===== config.mk =====
export PLATFORM = sky130hd
export DESIGN_NAME = weight_reader
export DESIGN_NICKNAME = d
export VERILOG_FILES = /design/src/rtl/mhsa_pkg.sv /design/src/rtl/wr_fifo2.sv /design/src/rtl/weight_reader.sv
export SDC_FILE = /design/constraint.sdc
export NUM_CORES = 1
export LEC_CHECK = 0
export ABC_CLOCK_PERIOD_IN_PS = 3710
export BUFFER_PORTS_ARGS = -buffer_cell sky130_fd_sc_hd__buf_2
export CAP_MARGIN = 10
export CORE_UTILIZATION = 45
export DETAILED_ROUTE_END_ITERATION = 7
export GPL_ROUTABILITY_DRIVEN = 0
export GPL_TIMING_DRIVEN = 0
export MAX_ROUTING_LAYER = met4
export PLACE_DENSITY = 0.67
export SKIP_LAST_GASP = 1
export SLEW_MARGIN = 10
export SYNTH_ARGS = -nofsm -noshare
export SYNTH_HDL_FRONTEND = slang
export SYNTH_SLANG_ARGS = --single-unit
export TNS_END_PERCENT = 100

===== constraint.sdc =====
create_clock -name clk -period 3.71 [get_ports clk]
set_clock_uncertainty 0.15 [all_clocks]
set_input_delay 0.1855 -clock clk [delete_from_list [all_inputs] [get_ports clk]]
set_output_delay 0.1855 -clock clk [all_outputs]
set_load 0.02 [all_outputs]

===== src/rtl/mhsa_pkg.sv =====
// -----------------------------------------------------------------------------
// mhsa_pkg
// Shared constants and types for the attention-block datapath.
//   WORD_W     : memory word width in bits
//   ROW_WORDS  : memory words per weight-matrix row
//   rd_state_e : weight reader sequencing states
// -----------------------------------------------------------------------------
package mhsa_pkg;

    localparam int WORD_W    = 64;
    localparam int ROW_WORDS = 16;

    typedef enum logic [1:0] {
        RD_IDLE  = 2'd0,
        RD_FETCH = 2'd1,
        RD_DRAIN = 2'd2
    } rd_state_e;

endpackage


===== src/rtl/wr_fifo2.sv =====
// -----------------------------------------------------------------------------
// wr_fifo2
// Two-entry synchronous FIFO with occupancy output.
//   clk, rst_n : clock, asynchronous active-low reset
//   push       : write push_data (ignored when full and not popping)
//   pop        : drop the head entry (ignored when empty)
//   pop_data   : head entry; reads 0 after reset
//   empty      : no entries held
//   count      : number of entries held (0..2)
// -----------------------------------------------------------------------------
module wr_fifo2 #(
    parameter int WIDTH = mhsa_pkg::WORD_W
) (
    input  logic             clk,
    input  logic             rst_n,
    input  logic             push,
    input  logic [WIDTH-1:0] push_data,
    input  logic             pop,
    output logic [WIDTH-1:0] pop_data,
    output logic             empty,
    output logic [1:0]       count
);

    logic [WIDTH-1:0] mem_q [2];
    logic [WIDTH-1:0] mem_d [2];
    logic             wr_ptr_q, wr_ptr_d;
    logic             rd_ptr_q, rd_ptr_d;
    logic [1:0]       count_q, count_d;
    logic             do_push, do_pop;

    always_comb begin
        do_pop   = pop && (count_q != 2'd0);
        // a full FIFO can still take a word when the head leaves in the same cycle
        do_push  = push && ((count_q != 2'd2) || do_pop);
        mem_d    = mem_q;
        wr_ptr_d = wr_ptr_q;
        rd_ptr_d = rd_ptr_q;
        count_d  = count_q;
        if (do_push) begin
            mem_d[wr_ptr_q] = push_data;
            wr_ptr_d        = ~wr_ptr_q;
        end
        if (do_pop) begin
            rd_ptr_d = ~rd_ptr_q;
        end
        if (do_push && !do_pop) begin
            count_d = count_q + 2'd1;
        end else if (do_pop && !do_push) begin
            count_d = count_q - 2'd1;
        end
    end

    always_ff @(posedge clk or negedge rst_n) begin
        if (!rst_n) begin
            mem_q[0] <= '0;
            mem_q[1] <= '0;
            wr_ptr_q <= 1'b0;
            rd_ptr_q <= 1'b0;
            count_q  <= 2'd0;
        end else begin
            mem_q[0] <= mem_d[0];
            mem_q[1] <= mem_d[1];
            wr_ptr_q <= wr_ptr_d;
            rd_ptr_q <= rd_ptr_d;
            count_q  <= count_d;
        end
    end

    assign pop_data = mem_q[rd_ptr_q];
    assign empty    = (count_q == 2'd0);
    assign count    = count_q;

endmodule


===== src/rtl/weight_reader.sv =====
// -----------------------------------------------------------------------------
// weight_reader
// Reads a weight matrix from word-addressed memory (fixed 1-cycle read latency)
// and streams it out with valid/ready, tagging each word with its row index
// and end-of-row / end-of-matrix markers.
//
// state  | meaning
// -------+-----------------------------------------------------------------
// IDLE   | waiting for start
// FETCH  | issuing reads while FIFO + in-flight occupancy allows
// DRAIN  | all addresses issued; waiting for the stream to empty, then done
//
// Ports
//   clk, rst_n        : clock, asynchronous active-low reset
//   start             : one-cycle request to read the whole matrix (IDLE only)
//   busy              : transfer in progress (through the done cycle)
//   done              : one-cycle pulse after the final word handshake
//   mem_write_en      : tied low, read-only master
//   mem_addr          : word address; holds its last value when not issuing
//   mem_data_out      : read data, valid one cycle after its address
//   out_valid/ready   : stream handshake
//   out_data          : stream word
//   out_row           : matrix row of out_data
//   out_last_row_word : out_data ends its row
//   out_last          : out_data ends the matrix
// -----------------------------------------------------------------------------
module weight_reader #(
    parameter int          WIDTH       = mhsa_pkg::WORD_W,
    parameter logic [31:0] WEIGHT_BASE = 32'd0,
    parameter int          WEIGHT_SIZE = 2048,
    parameter int          ROW_WORDS   = mhsa_pkg::ROW_WORDS
) (
    input  logic             clk,
    input  logic             rst_n,
    input  logic             start,
    output logic             busy,
    output logic             done,
    output logic             mem_write_en,
    output logic [31:0]      mem_addr,
    input  logic [WIDTH-1:0] mem_data_out,
    output logic             out_valid,
    input  logic             out_ready,
    output logic [WIDTH-1:0] out_data,
    output logic [6:0]       out_row,
    output logic             out_last_row_word,
    output logic             out_last
);

    import mhsa_pkg::*;

    localparam logic [1:0] S_IDLE  = RD_IDLE;
    localparam logic [1:0] S_FETCH = RD_FETCH;
    localparam logic [1:0] S_DRAIN = RD_DRAIN;

    // one extra state of headroom so the index can reach WEIGHT_SIZE without wrapping
    localparam int IDX_W = $clog2(WEIGHT_SIZE + 1);
    localparam int COL_W = (ROW_WORDS > 1) ? $clog2(ROW_WORDS) : 1;

    localparam logic [IDX_W-1:0] LAST_IDX = IDX_W'(WEIGHT_SIZE - 1);
    localparam logic [COL_W-1:0] LAST_COL = COL_W'(ROW_WORDS - 1);

    logic [1:0]       state_q, state_d;
    logic [IDX_W-1:0] iss_idx_q, iss_idx_d;
    logic             in_flight_q, in_flight_d;
    logic [31:0]      last_addr_q, last_addr_d;
    logic [IDX_W-1:0] out_idx_q, out_idx_d;
    logic [COL_W-1:0] col_q, col_d;
    logic [6:0]       row_q, row_d;

    logic [1:0]       fifo_count;
    logic             fifo_empty;
    logic             pop;
    logic [2:0]       occupancy;
    logic             issue;
    logic [31:0]      issue_addr;
    logic             drain_done;

    wr_fifo2 #(
        .WIDTH (WIDTH)
    ) u_fifo (
        .clk       (clk),
        .rst_n     (rst_n),
        .push      (in_flight_q),
        .push_data (mem_data_out),
        .pop       (pop),
        .pop_data  (out_data),
        .empty     (fifo_empty),
        .count     (fifo_count)
    );

    always_comb begin
        pop        = !fifo_empty && out_ready;
        // words held or still coming back, minus the one leaving this cycle;
        // issuing only below 2 guarantees the FIFO can never overflow
        occupancy  = 3'(fifo_count) + 3'(in_flight_q) - 3'(pop);
        issue      = (state_q == S_FETCH) && (occupancy < 3'd2);
        issue_addr = WEIGHT_BASE + 32'(iss_idx_q);
        drain_done = (state_q == S_DRAIN) && fifo_empty && !in_flight_q;

        state_d     = state_q;
        iss_idx_d   = iss_idx_q;
        in_flight_d = issue;
        last_addr_d = issue ? issue_addr : last_addr_q;
        out_idx_d   = out_idx_q;
        col_d       = col_q;
        row_d       = row_q;

        if (issue) begin
            iss_idx_d = iss_idx_q + 1'b1;
        end

        if (pop) begin
            out_idx_d = out_idx_q + 1'b1;
            if (col_q == LAST_COL) begin
                col_d = '0;
                row_d = row_q + 7'd1;
            end else begin
                col_d = col_q + 1'b1;
            end
        end

        case (state_q)
            S_IDLE: begin
                if (start) begin
                    state_d   = S_FETCH;
                    iss_idx_d = '0;
                    out_idx_d = '0;
                    col_d     = '0;
                    row_d     = '0;
                end
            end
            S_FETCH: begin
                if (issue && (iss_idx_q == LAST_IDX)) begin
                    state_d = S_DRAIN;
                end
            end
            S_DRAIN: begin
                if (drain_done) begin
                    state_d = S_IDLE;
                end
            end
            default: begin
                state_d = S_IDLE;
            end
        endcase
    end

    always_ff @(posedge clk or negedge rst_n) begin
        if (!rst_n) begin
            state_q     <= S_IDLE;
            iss_idx_q   <= '0;
            in_flight_q <= 1'b0;
            last_addr_q <= WEIGHT_BASE;
            out_idx_q   <= '0;
            col_q       <= '0;
            row_q       <= '0;
        end else begin
            state_q     <= state_d;
            iss_idx_q   <= iss_idx_d;
            in_flight_q <= in_flight_d;
            last_addr_q <= last_addr_d;
            out_idx_q   <= out_idx_d;
            col_q       <= col_d;
            row_q       <= row_d;
        end
    end

    // the issued address goes out in the issue cycle itself so data returns next cycle
    assign mem_addr          = issue ? issue_addr : last_addr_q;
    assign mem_write_en      = 1'b0;
    assign busy              = (state_q != S_IDLE);
    assign done              = drain_done;
    assign out_valid         = !fifo_empty;
    assign out_row           = row_q;
    assign out_last_row_word = (col_q == LAST_COL);
    assign out_last          = (out_idx_q == LAST_IDX);

endmodule


==> results of run 1 <==
## flip-flops by register name (all words and copies together), names as in the netlist
name and flops:
u_fifo.mem_q 128, last_addr_q 32, iss_idx_q 12, out_idx_q 12, out_row 7, col_q 4
state_q 2, u_fifo.count 2, in_flight_q 1, u_fifo.rd_ptr_q 1, u_fifo.wr_ptr_q 1
## tightest hold or removal path, stage by stage
cell	delay, ns
buf_2	0.10
o31a_1	0.26
xor2_1	0.10
## layer usage
layer | routed length (microns) | vias to the layer above | global-route usage
li1 | - | 2753 | -
met1 | 9100 | 2866 | 0.262
met2 | 8440 | 154 | 0.287
met3 | 965 | 23 | 0.0380
met4 | 320 | 0 | 0.0454
met5 | 0 | - | -
## through the flow
step | instances | setup WS [ns]
after floorplan | 630 | 0.468
after global placement | 1070 | -1.23
after detailed placement | 1072 | -0.206
after CTS | 1177 | -0.00708
after global routing | 1180 | 0.0124
final | 1180 | 0.156
## final cells by class
| cell class | count | area [sq um] |
|---|---|---|
| buffer | 28 | 269 |
| clock buffer | 31 | 626 |
| clock inverter | 3 | 21.3 |
| fill | 1603 | 7790 |
| inverter | 10 | 37.5 |
| multi-input combinational | 389 | 3700 |
| sequential | 202 | 5060 |
| tap | 265 | 332 |
| timing repair buffer | 252 | 1690 |
## layout by cell type (no fill, tap or decap), types with 15 or more instances in the layout
cell	n
buf_2	175
clkbuf_1	16
clkbuf_16	23
dfrtp_1	200
dlygate4sd3_1	66
mux2_2	145
mux2_4	60
nand2_1	15
nor2_1	30
nor2b_1	22
xnor2_1	20
## what timing repair did
action,in CTS,in global routing
hold endpoints to repair,331,0
setup endpoints to repair,39,19
buffers inserted,5,3
hold buffers,67,0
resized for setup,8,8
pin swaps,3,1
## worst paths after layout
| path | from | endpoint | slack, ns | cells after the start |
|---|---|---|---|---|
| setup / recovery | u_fifo.count[0] | mem_addr[3] | 0.16 | 10 |
| hold / removal | out_ready | u_fifo.wr_ptr_q | 0.04 | 3 |
| setup reg to reg | u_fifo.count[0] | iss_idx_q[8] | 0.45 | 10 |
| hold reg to reg | last_addr_q[6] | last_addr_q[6] | 0.34 | 1 |
| max in group asynchronous | rst_n | u_fifo.mem_q[17] | 2.86 | 3 |
| min in group asynchronous | rst_n | out_row[4] | 0.09 | 3 |
## power breakdown
group / internal [mW] / switching, mW
registers: 3.08 / 0.486
logic: 2.54 / 2.38
clock network: 1.16 / 0.839
total: 6.78 / 3.70
## logic make-up after synthesis
group | after synthesis
AOI/OAI and AO/OA | 22
xor gates and xnor gates | 30
adders and majority gates | 7
buffers and inverters | 39
DFF | 202
muxes | 205
other | 1
and+or+nand+nor | 124
==> metrics.json, run 1 <==
{
  "status": {"value": "completed"},
  "clkSlewWorstSetupHoldPaths": {"value": 0.06, "unit": "ns"},
  "synth_cell_types": {"value": 38},
  "worstPathCellList": {"value": "o21a_4, buf_6, ha_1, nand2b_1, fa_2, nand3b_1, nor2_4, buf_6, mux2_2, buf_2"},
  "power_leakage": {"value": 5.52, "unit": "nW"},
  "ys_seq_elements": {"value": 202},
  "cap_viol_max_count": {"value": 0},
  "drt_first_iter_violations": {"value": 202},
  "clk_path_buf_depth": {"value": 3},
  "cp_data_required_time": {"value": 3.37, "unit": "ns"},
  "post_synth_inst_count": {"value": 630},
  "overflow": {"value": 0},
  "ys_seq_area_frac": {"value": 0.561},
  "detailroute.via_count": {"value": 5796},
  "synth_top_flop_cell": {"value": "dfrtp_1"},
  "die_y": {"value": 144, "unit": "microns"},
  "timing.max_slew.rel_slack": {"value": 0.484},
  "grt_first_pass_wirelength": {"value": 30.3, "unit": "mm"},
  "p_total": {"value": 10.5, "unit": "mW"},
  "synth_simple_gate_area_frac": {"value": 0.0727},
  "syn_area": {"value": 9010, "unit": "sq um"},
  "h-tree-depth": {"value": 1},
  "cp-start-kind": {"value": "register"},
  "synthToLayoutAreaGrowth": {"value": 30.1, "unit": "%"},
  "layout_min_cycle_time": {"value": 3.55, "unit": "ns"},
  "placementRows": {"value": 51},
  "synth.largest_area_cell": {"value": "dfrtp_1"},
  "fin_setup_tns": {"value": 0, "unit": "ns"},
  "yosys-mux-area-fraction": {"value": 0.281},
  "synth_fa_ha_area_frac": {"value": 0.0105},
  "tritoncts": {"value": "done"},
  "synth_top_family_by_area": {"value": "multiplexers"},
  "wire_per_inst": {"value": 16.0, "unit": "microns"},
  "max_freq": {"value": 0.281, "unit": "GHz"},
  "synth-compound-area-share": {"value": 0.0132},
  "number_of_global_route_vias_before_repair": {"value": 5934},
  "vdd.ir_drop.worst": {"value": 0.461, "unit": "mV"},
  "firstDrtPassIters": {"value": 4},
  "power.density_cell_area": {"value": 894, "unit": "nW/um^2"},
  "path_max_fanout": {"value": 10},
  "antenna_violating_nets_post_route": {"value": 0},
  "dpl.hpwl": {"value": 12.2, "unit": "mm"},
  "setup_repair_after_global_routing_missed_its_margin": {"value": "false"},
  "cell_family_with_the_largest_share_of_critical_path_delay": {"value": "adder cells"},
  "num_antenna_cells": {"value": 0},
  "io_buffers": {"value": 175},
  "count_of_endpoints_failing_hold_in_the_final_timing_report": {"value": 0},
  "fp.coreArea": {"value": 19500, "unit": "sq um"},
  "timing.critical_path.mode_cell": {"value": "buf_6"},
  "crit_path_max_incr_delay": {"value": 0.55, "unit": "ns"},
  "postSynthNetCount": {"value": 705},
  "clock-sinks": {"value": 202},
  "route.detailed.drc": {"value": 0},
  "grt_overall_usage": {"value": 0.189},
  "share_of_flip_flops_with_an_asynchronous_set_or_reset_after_synthesis": {"value": 1.00},
  "cp_num_buf_inv": {"value": 3},
  "syn_avg_cell_area": {"value": 14.3, "unit": "sq um"},
  "core_utilization_of_the_finished_layout": {"value": 0.601},
  "critical_path_class": {"value": "reg -> out"},
  "vias_per_cell": {"value": 4.91},
  "cts_inserted_buffers": {"value": 23},
  "dpl_cell_area": {"value": 10300, "unit": "sq um"},
  "pin_slew_with_the_least_headroom_to_its_limit": {"value": 0.771, "unit": "ns"},
  "netlist.area_leader.share": {"value": 0.561},
  "syn_warnings": {"value": 0},
  "period_share": {"value": 0.958},
  "design.final.nets": {"value": 981},
  "synthXorXnorAreaFrac": {"value": 0.0291},
  "synth_top_cells_by_count": {"value": "dfrtp_1 (202), mux2_2 (145), mux2_4 (60), nor2_1 (30), nor2b_1 (22)"},
  "synth.most_common_cell": {"value": "dfrtp_1"},
  "drive_above_1_share": {"value": 0.490},
  "netlist_top_cells_area": {"value": "dfrtp_1 (56%), mux2_2 (18%), mux2_4 (10%)"},
  "final_max_slew_viol_count": {"value": 0},
  "initial_utilization": {"value": 0.462},
  "hold_path_class": {"value": "in -> reg"},
  "floorplan.io_pins": {"value": 177},
  "cts_root_buffer": {"value": "clkbuf_16"},
  "post_synth_edffs": {"value": 0},
  "worstSkewPairLatency": {"value": 0.50, "unit": "ns"},
  "cp-end-kind": {"value": "primary output"},
  "critPathSlowestCell": {"value": "fa_2"},
  "die_width": {"value": 144, "unit": "microns"},
  "timing.hold.ws": {"value": 0.0424, "unit": "ns"},
  "critical_path_arrival": {"value": 3.22, "unit": "ns"},
  "dieArea": {"value": 20600, "unit": "sq um"},
  "setup_viol": {"value": 0},
  "finish.instance_area": {"value": 11700, "unit": "sq um"},
  "maximum_number_of_pins_on_one_net_before_global_route_repair": {"value": 88},
  "postRouteWirelength": {"value": 18.8, "unit": "mm"},
  "antenna_found_initial": {"value": 0}
}
Note: power is estimated with default switching activity, not from simulation.
==> inputs of run 2 (changes only) <==
ABC_AREA = 1   (was default)
ABC_CLOCK_PERIOD_IN_PS = default   (was 3710)
CTS_CLUSTER_SIZE = 28   (was default)
==> run 2 against run 1 <==
Effect of this change:
- register-to-register slack better by 0.41 ns
- count of clock-buffer cells in the layout up 1
- worst setup slack better by 0.035 ns
- highest routed layer unchanged
- largest cell class unchanged
- final cell count up 38%
- non-clock buffer count up 15
- first-iteration DRC count up 110%
- worst hold slack worse by 0.023 ns
- critical endpoint is now mem_addr[5]
- maximum frequency up 1.0%
- combinational power down 13%
- critical path depth up 3
- sequential power down 4%
==> metrics.json, run 2 <==
{
  "pin_slew_with_the_least_headroom_to_its_limit": {"value": 0.558, "unit": "ns"},
  "timing.max_slew.rel_slack": {"value": 0.628},
  "p_total": {"value": 9.77, "unit": "mW"},
  "vias_per_cell": {"value": 4.74},
  "cp_data_required_time": {"value": 3.37, "unit": "ns"},
  "netlist.area_leader.share": {"value": 0.553},
  "largest_register": {"value": "u_fifo.mem_q"},
  "clkSlewWorstSetupHoldPaths": {"value": 0.06, "unit": "ns"},
  "largest_register_ffs": {"value": 128},
  "timing.hold.ws": {"value": 0.0193, "unit": "ns"},
  "layout.cells.most_common": {"value": "nand2_1"},
  "die_y": {"value": 145, "unit": "microns"},
  "ys_seq_elements": {"value": 202},
  "ff2ff_setup_slack": {"value": 0.86, "unit": "ns"},
  "syn_area": {"value": 9150, "unit": "sq um"},
  "critical_path_arrival": {"value": 3.18, "unit": "ns"},
  "grt_overall_usage": {"value": 0.228},
  "overflow": {"value": 0},
  "synthToLayoutAreaGrowth": {"value": 28.9, "unit": "%"},
  "dpl_cell_area": {"value": 10400, "unit": "sq um"},
  "place_worst_setup_slack": {"value": 0.395, "unit": "ns"},
  "postSynthNetCount": {"value": 1158},
  "fin_setup_tns": {"value": 0, "unit": "ns"},
  "synth_cell_types": {"value": 34},
  "h-tree-depth": {"value": 1},
  "design.final.nets": {"value": 1426},
  "ys_seq_area_frac": {"value": 0.553},
  "layout_min_cycle_time": {"value": 3.52, "unit": "ns"},
  "hold_path_class": {"value": "in -> async"},
  "post_synth_inst_count": {"value": 1083},
  "fp.coreArea": {"value": 19700, "unit": "sq um"},
  "critical_path_class": {"value": "reg -> out"},
  "drive_above_1_share": {"value": 0.232},
  "tritoncts": {"value": "done"},
  "setup_viol": {"value": 0},
  "share_of_flip_flops_with_an_asynchronous_set_or_reset_after_synthesis": {"value": 1.00},
  "worst_r2r_endpoint": {"value": "iss_idx_q[10]"},
  "vdd.ir_drop.worst": {"value": 0.454, "unit": "mV"},
  "floorplan.io_pins": {"value": 177},
  "postRouteWirelength": {"value": 22.2, "unit": "mm"},
  "cp-start-kind": {"value": "register"},
  "mostFrequentLayoutCells": {"value": "nand2_1 (391), dfrtp_1 (201), buf_2 (192)"},
  "setup_repair_after_global_routing_missed_its_margin": {"value": "true"},
  "period_share": {"value": 0.948},
  "max_freq": {"value": 0.284, "unit": "GHz"},
  "synth_top_flop_cell": {"value": "dfrtp_1"},
  "drt_first_iter_violations": {"value": 434},
  "synth_top_cells_by_count": {"value": "nand2_1 (391), dfrtp_1 (202), inv_1 (131), o21ai_1 (55), o21ai_2 (55)"},
  "r2r_start": {"value": "u_fifo.count[1]"},
  "worst_r2r_path_depth": {"value": 14},
  "number_of_global_route_vias_before_repair": {"value": 7562},
  "placementRows": {"value": 51},
  "io_buffers": {"value": 175},
  "dpl.hpwl": {"value": 14.9, "unit": "mm"},
  "syn_warnings": {"value": 0},
  "cts_inserted_buffers": {"value": 23},
  "status": {"value": "completed"},
  "worstSkewPairLatency": {"value": 0.50, "unit": "ns"},
  "wire_per_inst": {"value": 13.7, "unit": "microns"},
  "postCtsSetupBuffers": {"value": 0},
  "initial_utilization": {"value": 0.464},
  "route.detailed.drc": {"value": 0},
  "maximum_number_of_pins_on_one_net_before_global_route_repair": {"value": 82},
  "clk_path_buf_depth": {"value": 3},
  "syn_avg_cell_area": {"value": 8.45, "unit": "sq um"},
  "antenna_violating_nets_post_route": {"value": 0},
  "cp-end-kind": {"value": "primary output"},
  "final_max_slew_viol_count": {"value": 0},
  "post_synth_edffs": {"value": 0},
  "die_width": {"value": 145, "unit": "microns"},
  "cts_root_buffer": {"value": "clkbuf_16"},
  "synth.most_common_cell": {"value": "nand2_1"},
  "firstDrtPassIters": {"value": 5},
  "antenna_found_initial": {"value": 1},
  "detailroute.via_count": {"value": 7729},
  "power.density_cell_area": {"value": 828, "unit": "nW/um^2"},
  "path_max_fanout": {"value": 10},
  "dieArea": {"value": 20900, "unit": "sq um"},
  "netlist_top_cells_area": {"value": "dfrtp_1 (55%), nand2_1 (16%), inv_1 (5.4%)"},
  "cap_viol_max_count": {"value": 0},
  "finish.instance_area": {"value": 11800, "unit": "sq um"},
  "synth.largest_area_cell": {"value": "dfrtp_1"},
  "biggestRegsByFlops": {"value": "u_fifo.mem_q (128), last_addr_q (32)"},
  "count_of_endpoints_failing_hold_in_the_final_timing_report": {"value": 0},
  "power_leakage": {"value": 6.36, "unit": "nW"},
  "grt_first_pass_wirelength": {"value": 36.7, "unit": "mm"},
  "setup_slack": {"value": 0.191, "unit": "ns"},
  "clock-sinks": {"value": 202}
}
==> run 2: cell count changes after synthesis, sizes merged, moves of 9 or more <==
cell and change:
nand3 +9, nor2b -23, mux2 -205, nand2 +380
o21ai +151, a21oi +13, nor2 +26, inv +126
buf +20, xnor2 -17
==> run 2: worst max path at each step <==
stage                                  end  slack, ns             from
after floorplan             last_addr_q[1]       0.73  u_fifo.count[1]
after CTS                      mem_addr[0]       0.01  u_fifo.count[1]
after global placement    u_fifo.mem_q[91]      -1.19            rst_n
after detailed placement      mem_addr[17]       0.40  u_fifo.count[1]
final                          mem_addr[5]       0.19  u_fifo.count[1]
after global routing          mem_addr[25]     -0.005  u_fifo.count[1]
==> run 2: critical path, stage by stage, from the launching register on <==
cell and delay (ns):
dfrtp_2 0.45, nor2_1 0.15, nor2_2 0.07, buf_4 0.17
ha_1 0.27, inv_1 0.05, nand2_1 0.05, fa_1 0.47
inv_1 0.04, nor2_1 0.15, nand2_2 0.16, buf_2 0.23
o21ai_0 0.20, buf_2 0.21
==> run 2: layer usage <==
metal,vias to the layer above,wire (microns),GRT usage,share of wire
met4,0,453,0.0604,0.020
met5,-,0,-,0
met2,200,10400,0.362,0.47
li1,3903,-,-,-
met1,3590,10400,0.308,0.47
met3,36,977,0.0285,0.044
==> run 2: cell type report <==
type,instances,area [sq um]
fillers,1765,7920
multi-input cells,694,3270
repair buffers,244,1610
flip-flops and latches,202,5060
well taps,265,332
clock inverters,5,32.5
plain buffers,51,320
inverters,135,509
clock buffers,32,659
diodes,1,2.50
==> run 2: logic make-up after synthesis <==
kind of cell / after synthesis / synth area share
AO/OA/AOI/OAI: 187 / 0.126
XOR/XNOR: 6 / 0.00575
adder cells (fa/ha/maj): 7 / 0.0104
buffers and inverters: 187 / 0.0904
flip-flops: 202 / 0.553
other: 1 / 0.000410
AND/OR/NAND/NOR: 493 / 0.214
==> run 2: timing repair <==
action,CTS,global route
gates cloned,0,0
hold endpoints to repair,265,0
hold buffers,67,0
resized for setup,3,18
setup endpoints to repair,28,31
==> run 2: stage by stage <==
stage,cells,utilization
2_1_floorplan,1083,-
3_3_place_gp,1523,0.525
3_5_place_dp,1525,0.528
4_1_cts,1628,0.598
5_1_grt,1629,0.598
6_report,1629,0.598
==> run 2: power breakdown <==
| part | leakage, nW | switching (mW) | total [mW] | internal (mW) |
|---|---|---|---|---|
| clock network | 0.344 | 0.863 | 2.09 | 1.23 |
| logic | 3.41 | 2.81 | 4.26 | 1.45 |
| registers | 2.60 | 0.423 | 3.42 | 3.00 |
==> inputs of run 3 (changes only) <==
REMOVE_ABC_BUFFERS = 1   (was default)
==> run 3 against run 2 <==
Effect of this change:
- highest routed layer unchanged
- non-clock buffer count shrank 45
- wire length down 9.3%
- worst hold slack better by 0.12 ns
- clock power increased by 3%
- count of clock-buffer cells in the layout stayed put
- final cell count shrank 2.8%
- flip-flop and latch count unchanged
- register-to-register slack got worse by 0.21 ns
- utilization shrank 0.94 points
==> metrics.json, run 3 (same netlist as run 2, synthesis figures left out) <==
{
  "status": {"value": "completed"},
  "grt_first_pass_wirelength": {"value": 33.0, "unit": "mm"},
  "vias_per_cell": {"value": 4.69},
  "postRouteWirelength": {"value": 20.2, "unit": "mm"},
  "placementRows": {"value": 51},
  "clkSlewWorstSetupHoldPaths": {"value": 0.06, "unit": "ns"},
  "largest_register_ffs": {"value": 128},
  "num_antenna_cells": {"value": 0},
  "timing.hold.ws": {"value": 0.143, "unit": "ns"},
  "fin_setup_tns": {"value": 0, "unit": "ns"},
  "max_freq": {"value": 0.285, "unit": "GHz"},
  "critical_path_arrival": {"value": 3.18, "unit": "ns"},
  "mostFrequentLayoutCells": {"value": "nand2_1 (390), dfrtp_1 (200), buf_2 (174)"},
  "cap_viol_max_count": {"value": 0},
  "timing.critical_path.mode_cell": {"value": "nand2_1"},
  "drt_first_iter_violations": {"value": 397},
  "detailroute.via_count": {"value": 7431},
  "maximum_number_of_pins_on_one_net_before_global_route_repair": {"value": 106},
  "clock-sinks": {"value": 202},
  "route.detailed.drc": {"value": 0},
  "tritoncts": {"value": "done"},
  "worst_r2r_endpoint": {"value": "iss_idx_q[10]"},
  "die_width": {"value": 145, "unit": "microns"},
  "largest_register": {"value": "u_fifo.mem_q"},
  "count_of_endpoints_failing_hold_in_the_final_timing_report": {"value": 0},
  "setup_viol": {"value": 0},
  "cts_inserted_buffers": {"value": 22},
  "die_y": {"value": 145, "unit": "microns"},
  "dpl.hpwl": {"value": 12.1, "unit": "mm"},
  "antenna_violating_nets_post_route": {"value": 0},
  "cp-start-kind": {"value": "register"},
  "antenna_found_initial": {"value": 0},
  "cp-end-kind": {"value": "primary output"},
  "cp_num_buf_inv": {"value": 4},
  "worstSkewPairLatency": {"value": 0.50, "unit": "ns"},
  "hold_path_class": {"value": "in -> async"},
  "critical_path_class": {"value": "reg -> out"},
  "design.final.nets": {"value": 1381},
  "floorplan.io_pins": {"value": 177},
  "pin_slew_with_the_least_headroom_to_its_limit": {"value": 0.816, "unit": "ns"},
  "io_buffers": {"value": 175},
  "vdd.ir_drop.worst": {"value": 0.654, "unit": "mV"},
  "grt_overall_usage": {"value": 0.201},
  "power.density_cell_area": {"value": 832, "unit": "nW/um^2"},
  "drive_above_1_share": {"value": 0.221},
  "period_share": {"value": 0.947},
  "crit_path_max_incr_delay": {"value": 0.48, "unit": "ns"},
  "dieArea": {"value": 20900, "unit": "sq um"},
  "clk_path_buf_depth": {"value": 3},
  "cp_data_required_time": {"value": 3.37, "unit": "ns"},
  "overflow": {"value": 0},
  "setup_repair_after_global_routing_missed_its_margin": {"value": "false"},
  "r2r_start": {"value": "u_fifo.count[1]"},
  "layout_min_cycle_time": {"value": 3.51, "unit": "ns"},
  "firstDrtPassIters": {"value": 5},
  "initial_utilization": {"value": 0.464},
  "final_max_slew_viol_count": {"value": 0},
  "wire_per_inst": {"value": 12.8, "unit": "microns"},
  "fp.coreArea": {"value": 19700, "unit": "sq um"},
  "synthToLayoutAreaGrowth": {"value": 26.9, "unit": "%"},
  "worst_r2r_path_depth": {"value": 13},
  "ff2ff_setup_slack": {"value": 0.65, "unit": "ns"},
  "number_of_global_route_vias_before_repair": {"value": 6961},
  "cts_root_buffer": {"value": "clkbuf_16"},
  "layout.cells.most_common": {"value": "nand2_1"},
  "critPathSlowestCell": {"value": "fa_1"},
  "h-tree-depth": {"value": 1},
  "power_leakage": {"value": 6.27, "unit": "nW"},
  "worstPathCellList": {"value": "nor2_1, nor2_4, ha_1, inv_1, nand2_1, fa_1, inv_1, nor2_2, nand2_4, inv_12, nand2_1, nand2_1, buf_2"},
  "cell_family_with_the_largest_share_of_critical_path_delay": {"value": "simple AND/OR/NAND/NOR gates"},
  "path_max_fanout": {"value": 31},
  "timing.max_slew.rel_slack": {"value": 0.456},
  "biggestRegsByFlops": {"value": "u_fifo.mem_q (128), last_addr_q (32)"}
}
## run 3: where the power goes
part / internal, mW / total (mW) / leakage, nW / switching (mW)
sequential: 3.00 / 3.55 / 2.60 / 0.554
combinational: 1.35 / 3.96 / 3.32 / 2.61
clock: 1.32 / 2.15 / 0.348 / 0.831
## run 3: layout make-up
cell class                 instances  area (sq um)
clock buffer                      32           639
sequential                       202          5060
fill                            1724          8110
timing repair buffer             250          1680
inverter                         135           522
clock inverter                     4          70.1
tap                              265           332
multi-input combinational        695          3300
## run 3: routing by layer
metal,global-route usage,vias to the layer above,share of wire
met2,0.319,171,0.46
met3,0.0377,28,0.060
met1,0.264,3420,0.46
met4,0.0521,0,0.016
li1,-,3812,-
met5,-,-,0
## run 3: what timing repair did
item,CTS,global route
buffers inserted,0,4
setup endpoints to repair,61,32
cloned,1,0
pin swaps,0,1
resized for setup,12,5
hold buffers,67,0
endpoints found under the hold margin,238,0
## run 3: worst max path at each step
| stage | from | endpoint | slack [ns] | cells past startpoint |
|---|---|---|---|---|
| 2_1_floorplan | u_fifo.count[0] | u_fifo.mem_q[100] | -0.36 | 6 |
| 3_3_place_gp | u_fifo.count[0] | u_fifo.mem_q[93] | -1.62 | 6 |
| 3_5_place_dp | u_fifo.count[1] | mem_addr[10] | -0.30 | 13 |
| 4_1_cts | u_fifo.count[1] | mem_addr[3] | 0.005 | 11 |
| 5_1_grt | u_fifo.count[1] | mem_addr[10] | 0.006 | 13 |
| 6_report | u_fifo.count[1] | mem_addr[10] | 0.20 | 13 |
## run 3: worst register-to-register path: stages (launching register included)
cell     delay [ns]
dfrtp_2        0.45
nor2_1         0.10
nor2_4         0.23
ha_1           0.28
inv_1          0.07
nand2_1        0.07
fa_1           0.48
inv_1          0.05
nor2_2         0.23
nand2_2        0.26
nor3_1         0.37
nand2_1        0.09
nand2_1        0.07
nor2_1         0.06
## run 3: per-stage QoR
| step | instance area [sq um] | instances | setup WS, ns | utilization | power (mW) |
|---|---|---|---|---|---|
| after detailed placement | 10200 | 1475 | -0.301 | 0.515 | 7.38 |
| final | 11600 | 1583 | 0.198 | 0.589 | 9.66 |
| after global routing | 11600 | 1583 | 0.00606 | 0.589 | 10.4 |
| after floorplan | 8830 | 1031 | -0.359 | - | 6.16 |
| after global placement | 10000 | 1471 | -1.62 | 0.509 | 7.36 |
| after CTS | 11600 | 1579 | 0.00483 | 0.587 | 9.75 |
